--- src/rtl/dense_pkg.sv ---
// Shared definitions for the dense layer engine: controller state encoding and
// a constant log2 helper used to size address and index fields.
package dense_pkg;

    typedef enum logic [2:0] {
        S_IDLE  = 3'd0,
        S_LOAD  = 3'd1,
        S_MAC   = 3'd2,
        S_BIAS  = 3'd3,
        S_ADD   = 3'd4,
        S_DRAIN = 3'd5
    } state_e;

    // Ceiling log2, never below 1 so single-entry fields still get a bit.
    function automatic int clog2(input int value);
        int r;
        r = 0;
        while ((1 << r) < value) r++;
        return (r < 1) ? 1 : r;
    endfunction

endpackage

--- src/rtl/dense_mac.sv ---
// Signed multiply-accumulate register: clr_i zeroes the accumulator, en_i adds
// the sign-extended product a_i*b_i. Sums wrap modulo 2^ACC_W.
module dense_mac #(
    parameter int DATA_W = 8,
    parameter int ACC_W  = 24
) (
    input  logic                     clk,
    input  logic                     rst,
    input  logic                     clr_i,
    input  logic                     en_i,
    input  logic signed [DATA_W-1:0] a_i,
    input  logic signed [DATA_W-1:0] b_i,
    output logic signed [ACC_W-1:0]  acc_o
);

    logic signed [2*DATA_W-1:0] prod;
    logic signed [ACC_W-1:0]    prod_ext;
    logic signed [ACC_W-1:0]    acc_d;
    logic signed [ACC_W-1:0]    acc_q;

    assign prod     = (2*DATA_W)'(a_i) * (2*DATA_W)'(b_i);
    assign prod_ext = ACC_W'(prod);

    always_comb begin
        acc_d = acc_q;
        if (clr_i) begin
            acc_d = '0;
        end else if (en_i) begin
            acc_d = acc_q + prod_ext;
        end
    end

    always_ff @(posedge clk or negedge rst) begin
        if (!rst) begin
            acc_q <= '0;
        end else begin
            acc_q <= acc_d;
        end
    end

    assign acc_o = acc_q;

endmodule

--- src/rtl/dense_seq_engine.sv ---
// Sequential dense layer: buffers one input vector, computes each neuron as a
// dot product plus bias using external memories, then streams the results.
// Build option: DENSE_RELU_EN clamps stored results at zero.
module dense_seq_engine
    import dense_pkg::*;
#(
    parameter int DATA_W  = 8,
    parameter int ACC_W   = 24,
    parameter int IN_LEN  = 16,
    parameter int OUT_LEN = 10,
    localparam int WA_W = clog2(IN_LEN * OUT_LEN),
    localparam int BA_W = clog2(OUT_LEN),
    localparam int IW   = clog2(IN_LEN),
    localparam int CW   = clog2(IN_LEN + 1)
) (
    input  logic                     clk,
    input  logic                     rst,
    input  logic                     start,
    output logic                     busy,
    input  logic signed [DATA_W-1:0] in_data,
    input  logic                     in_valid,
    output logic                     in_ready,
    output logic                     w_rd,
    output logic [WA_W-1:0]          w_addr,
    input  logic signed [DATA_W-1:0] w_data,
    output logic                     b_rd,
    output logic [BA_W-1:0]          b_addr,
    input  logic signed [ACC_W-1:0]  b_data,
    output logic signed [ACC_W-1:0]  out_data,
    output logic                     out_valid,
    input  logic                     out_ready,
    output logic                     done
);

    function automatic logic signed [ACC_W-1:0] activate(input logic signed [ACC_W-1:0] x);
`ifdef DENSE_RELU_EN
        return x[ACC_W-1] ? '0 : x;
`else
        return x;
`endif
    endfunction

    state_e                   state_q, state_d;
    logic [IW-1:0]            i_q, i_d;
    logic [BA_W-1:0]          o_q, o_d;
    logic [BA_W-1:0]          k_q, k_d;
    logic [CW-1:0]            c_q, c_d;
    logic signed [DATA_W-1:0] in_buf_q  [IN_LEN];
    logic signed [ACC_W-1:0]  out_buf_q [OUT_LEN];

    logic                     mac_clr, mac_en, in_we, out_we;
    logic signed [DATA_W-1:0] mac_a;
    logic signed [ACC_W-1:0]  acc, result;

    // Weight w_data answers the read issued at c-1, so pair it with in_buf[c-1].
    assign mac_a  = in_buf_q[IW'(c_q - CW'(1))];
    assign result = activate(acc + b_data);
    assign busy   = (state_q != S_IDLE);

    dense_mac #(
        .DATA_W(DATA_W),
        .ACC_W (ACC_W)
    ) u_mac (
        .clk  (clk),
        .rst  (rst),
        .clr_i(mac_clr),
        .en_i (mac_en),
        .a_i  (mac_a),
        .b_i  (w_data),
        .acc_o(acc)
    );

    always_comb begin
        state_d   = state_q;
        i_d       = i_q;
        o_d       = o_q;
        k_d       = k_q;
        c_d       = c_q;
        in_ready  = 1'b0;
        w_rd      = 1'b0;
        w_addr    = '0;
        b_rd      = 1'b0;
        b_addr    = '0;
        out_valid = 1'b0;
        out_data  = '0;
        done      = 1'b0;
        mac_clr   = 1'b0;
        mac_en    = 1'b0;
        in_we     = 1'b0;
        out_we    = 1'b0;
        case (state_q)
            S_IDLE: begin
                if (start) begin
                    state_d = S_LOAD;
                    i_d     = '0;
                    o_d     = '0;
                end
            end
            S_LOAD: begin
                in_ready = 1'b1;
                if (in_valid) begin
                    in_we = 1'b1;
                    i_d   = i_q + IW'(1);
                    if (i_q == IW'(IN_LEN - 1)) begin
                        state_d = S_MAC;
                        c_d     = '0;
                        mac_clr = 1'b1;
                    end
                end
            end
            S_MAC: begin
                if (c_q < CW'(IN_LEN)) begin
                    w_rd   = 1'b1;
                    w_addr = WA_W'(o_q) * WA_W'(IN_LEN) + WA_W'(c_q);
                end
                mac_en = (c_q != '0);
                if (c_q == CW'(IN_LEN)) begin
                    state_d = S_BIAS;
                end else begin
                    c_d = c_q + CW'(1);
                end
            end
            S_BIAS: begin
                b_rd    = 1'b1;
                b_addr  = o_q;
                state_d = S_ADD;
            end
            S_ADD: begin
                out_we = 1'b1;
                if (o_q == BA_W'(OUT_LEN - 1)) begin
                    state_d = S_DRAIN;
                    k_d     = '0;
                end else begin
                    o_d     = o_q + BA_W'(1);
                    c_d     = '0;
                    mac_clr = 1'b1;
                    state_d = S_MAC;
                end
            end
            S_DRAIN: begin
                out_valid = 1'b1;
                out_data  = out_buf_q[k_q];
                if (out_ready) begin
                    if (k_q == BA_W'(OUT_LEN - 1)) begin
                        done    = 1'b1;
                        state_d = S_IDLE;
                    end else begin
                        k_d = k_q + BA_W'(1);
                    end
                end
            end
            default: state_d = S_IDLE;
        endcase
    end

    always_ff @(posedge clk or negedge rst) begin
        if (!rst) begin
            state_q <= S_IDLE;
            i_q     <= '0;
            o_q     <= '0;
            k_q     <= '0;
            c_q     <= '0;
        end else begin
            state_q <= state_d;
            i_q     <= i_d;
            o_q     <= o_d;
            k_q     <= k_d;
            c_q     <= c_d;
        end
    end

    // Buffers carry no reset: they are always rewritten before being read.
    always_ff @(posedge clk) begin
        if (in_we) begin
            in_buf_q[i_q] <= in_data;
        end
        if (out_we) begin
            out_buf_q[o_q] <= result;
        end
    end

endmodule

--- config.mk ---
export PLATFORM = sky130hd
export DESIGN_NAME = dense_seq_engine
export DESIGN_NICKNAME = d
export VERILOG_FILES = /design/src/rtl/dense_pkg.sv /design/src/rtl/dense_mac.sv /design/src/rtl/dense_seq_engine.sv
export SDC_FILE = /design/constraint.sdc
export NUM_CORES = 1
export LEC_CHECK = 0
export CAP_MARGIN = 25
export CELL_PAD_IN_SITES_DETAIL_PLACEMENT = 1
export CELL_PAD_IN_SITES_GLOBAL_PLACEMENT = 1
export CORE_MARGIN = 2
export CORE_UTILIZATION = 52
export CTS_CLUSTER_DIAMETER = 200
export DETAILED_ROUTE_END_ITERATION = 8
export PLACE_DENSITY_LB_ADDON = 0.1
export SLEW_MARGIN = 20
export SYNTH_ARGS = -nofsm -noshare
export SYNTH_HDL_FRONTEND = slang
export SYNTH_HIERARCHICAL = 1
export SYNTH_SLANG_ARGS = --single-unit
--- constraint.sdc ---
create_clock -name clk -period 8.65 [get_ports clk]
set_input_delay 0.865 -clock clk [delete_from_list [all_inputs] [get_ports clk]]
set_output_delay 0.865 -clock clk [all_outputs]
set_load 0.01 [all_outputs]
==> summary.txt <==
Routing
  • Routed wire per std cell: 24.3 um
  • Residual DRC: 0
  • Vias per std cell: 5.86
  • Number of vias after detailed routing: 12.8k
  • Detailed Route Iter0 Violations: 727
  • Wire length reported by the detailed router: 52.9 mm
  • Detailed-router iteration count before antenna repair: 5
  • DRT antenna net count: 0

Layout
  • # fillers: 3917
  • Area used by multi-input combinational logic: 0.00918 mm^2
  • Post-route standard cell area excluding fillers: 0.0250 mm^2
  • Utilization after layout: 59.5%
  • Total number of nets in the final design: 1844
  • Post-route insts no fill: 2175
  • Most common cell after layout, fill and taps aside: sky130_fd_sc_hd__edfxtp_1
  • Share of layout cells above drive strength 1: 12.8%
  • Commonest cells after routing, fill and taps aside: sky130_fd_sc_hd__edfxtp_1, sky130_fd_sc_hd__inv_1, sky130_fd_sc_hd__fa_1, sky130_fd_sc_hd__ha_1, sky130_fd_sc_hd__clkdlybuf4s50_1
  • Area growth from synthesis to layout: 13.1%
  • Storage element area: 0.0122 mm^2

Power
  • Power density over the cells: 362 mW/mm^2
  • Clock group share of total power: 20.8%
  • Int Pwr: 5.53 mW
  • Net switching power: 3.52 mW
  • Net switching fraction of the power: 38.9%
  • Post-route total power: 9.04 mW
  • Largest voltage drop on the vdd net: 0.000255 V
  • Part of the total power dissipated in combinational logic: 48.4%
  • Pleak: 9.25 nW
  • Flop pwr share: 30.8%

Timing
  • Slew of the pin with the lowest slew margin: 1040 ps
  • Number of max-slew violations in the final report: 0
  • Worst setup margin: 1100 ps
  • RSZ-0062 raised after global routing: false
  • Hold violation total from the final report: 0
  • Setup TNS: 0 ps
  • Highest attainable clock frequency: 132 MHz
  • Clk_skew: 22.5 ps
  • Shortest period the worst path allows: 7550 ps
  • Final setup violation count: 0
  • Final cycle utilization of the critical path: 87.3%
  • Worst relative slew slack: 30.4%
  • Worst hold margin: 384 ps

Run
  • Max-cap violations: 0

Yosys
  • Post-Synthesis Net Count: 1749
  • Mean Syn Cell Area: 14.6 um^2
  • Async set-or-reset flop fraction in the synthesized netlist: 10.7%
  • Number of distinct library cell variants in the gate-level netlist after synthesis: 76
  • Yosys synthesis warning count: 6
  • Combined area of all synthesized cells: 0.0221 mm^2
  • Synthesized flop and latch total: 412
  • Flip-flop cell with the highest count after synthesis: sky130_fd_sc_hd__edfxtp_1
  • Part of the Yosys area used for sequential elements: 55.1%
  • Gate count of the mapped netlist: 1508
  • Number of enable-type register cells in the synthesized netlist: 368

Floorplan
  • Die height: 210 um
  • Die Span X: 210 um
  • Placement row count: 75
  • Core area: 0.0419 mm^2
  • I/O pin count: 87
  • Starting density of the core: 52.6%
  • Die area: 0.0441 mm^2

Global routing
  • Pin count of the biggest net entering global routing: 53
  • Global-route wire length before repair: 82.1 mm
  • Via count of the first global-routing pass: 13.8k
  • Number of antenna violations at the first check in global routing: 1
  • All-layer global routing usage: 24.7%
  • Remaining global-route overflow: 0

Worst setup path
  • Kind of capture point of the worst setup path: flip-flop
  • Reg-to-reg critical path startpoint: c_q[1]
  • Capturing point of the worst reg2reg path: u_mac/acc_o[22]
  • CP Data Arrival Time: 8000 ps
  • Cell depth of the worst flop-to-flop path: 23
  • Maximum fanout along the worst path: 16
  • Worst R2R Setup Slack: 1100 ps
  • Type of origin of the critical path: flip-flop
  • Worst Path Required: 9100 ps
  • Worst setup path class: flip-flop to flip-flop

Clocking
  • Root buffer selected by CTS: sky130_fd_sc_hd__clkbuf_16
  • Number of hold buffers added after CTS: 0
  • Clk_lat worst skew: 580 ps
  • Cts bufs inserted: 44
  • CTS H-Tree Depth: 2
  • PostCTS Resize Cnt: 0
  • CTS tree: yes
  • Buffers from clock root to sink, at most: 3
  • Setup bufs post-CTS: 0
  • Clock sink count: 412
  • Clock-pin transition on the worst setup and hold timing paths: 60 ps

Placed design
  • Number of buffer cells added on primary ports: 86
  • Routability congestion estimate from global placement: 0.851
  • Detailed-placement wirelength estimate: 36.2 mm
  • Worst slack at placement: 1110 ps
  • Placed inst area: 0.0235 mm^2
  • Number of placed instances, taps included: 2095

Run status
  • Run status: complete, no violations

Min path
  • Kind of path behind the tightest hold check: input pin to asynchronous set/reset pin
## worst max path at each step
stage,start,to,cells after the start
3_5_place_dp,c_q[1],u_mac/acc_o[22],23
3_3_place_gp,c_q[1],u_mac/acc_o[22],23
4_1_cts,c_q[1],u_mac/acc_o[22],23
6_report,c_q[1],u_mac/acc_o[22],23
5_1_grt,c_q[1],u_mac/acc_o[22],23
2_1_floorplan,c_q[0],u_mac/acc_o[22],26
## metal layers
| layer | track usage (%) | routed length (um) |
|---|---|---|
| met1 | 32.9 | 22600 |
| met2 | 42.3 | 26600 |
| met3 | 4.05 | 2350 |
| met4 | 7.04 | 1330 |
| met5 | 0 | 0 |
## state kept, by name (all words and copies together), names as in the netlist
name,count
out_buf_q,240
in_buf_q,128
u_mac/acc_o,24
c_q,5
i_q,4
k_q,4
o_q,4
state_q,3
## Yosys cell counts (all sizes together) (3+ instances only)
cell     number  area [um^2]
a2111oi       4         91.3
xnor2        28          245
o21a          5         37.5
edfxtp      368        11100
nor2b        39          244
a31oi        11         83.8
buf          28          156
nand2b        7         43.8
dfrtp        44         1100
inv         118          443
nor3         16         80.1
nor3b         3         22.5
and3          5         31.3
nor2         79          299
a211o         3         26.3
a21oi        45          229
and2         48          300
nand3        14         75.1
o211ai        7         57.6
a21o         20          155
o31ai         4         30.0
nand4        11         68.8
o22ai         3         18.8
o21bai        3         22.5
xor2         22          193
nand2        80          300
ha           91         1140
fa          105         2100
a211oi       61          463
o21ai        31          170
mux4         80         1800
mux2i        48          480
clkbuf       37          141
or3           5         36.3
## logic make-up after synthesis
logic type | count (synthesis) | share of synthesized area (%)
compound gates | 216 | 7.07
simple gates | 320 | 7.33
flops | 412 | 55.1
mux | 130 | 10.4
fa+ha+maj | 196 | 14.7
xor+xnor | 50 | 1.99
buf+inv | 184 | 3.38
## worst max-delay path: stages, from the launching register on
cell and delay (ps):
sky130_fd_sc_hd__dfrtp_1 420, sky130_fd_sc_hd__inv_1 130, sky130_fd_sc_hd__ha_1 200, sky130_fd_sc_hd__xor2_2 500
sky130_fd_sc_hd__buf_4 330, sky130_fd_sc_hd__a211oi_1 100, sky130_fd_sc_hd__a21oi_1 610, sky130_fd_sc_hd__nand2_1 290
sky130_fd_sc_hd__inv_1 140, sky130_fd_sc_hd__fa_1 470, sky130_fd_sc_hd__inv_1 340, sky130_fd_sc_hd__fa_1 600
sky130_fd_sc_hd__inv_1 50, sky130_fd_sc_hd__fa_1 460, sky130_fd_sc_hd__fa_1 490, sky130_fd_sc_hd__ha_1 310
sky130_fd_sc_hd__ha_1 370, sky130_fd_sc_hd__a21o_2 250, sky130_fd_sc_hd__a31oi_1 220, sky130_fd_sc_hd__o21ai_1 160
sky130_fd_sc_hd__or4b_4 550, sky130_fd_sc_hd__nor2_2 130, sky130_fd_sc_hd__mux2i_1 210, sky130_fd_sc_hd__a21oi_1 80
## power by group through the flow
stage / logic [mW] / clock network (mW) / registers (mW)
final: 4.37 / 1.88 / 2.79
after detailed placement: 4.32 / 0 / 2.83
after global routing: 4.95 / 1.98 / 2.80
after global placement: 4.18 / 0 / 2.83
after floorplan: 3.36 / 0 / 2.77
after CTS: 4.38 / 1.91 / 2.79
## layout make-up
class,count,area share (%)
timing repair buffer,114,4.27
sequential,412,48.7
tap,539,2.70
clock buffer,49,4.53
clock inverter,29,1.19
antenna,1,0.0100
multi-input combinational,912,36.8
inverter,119,1.79
(Power assumes the default switching activity.)
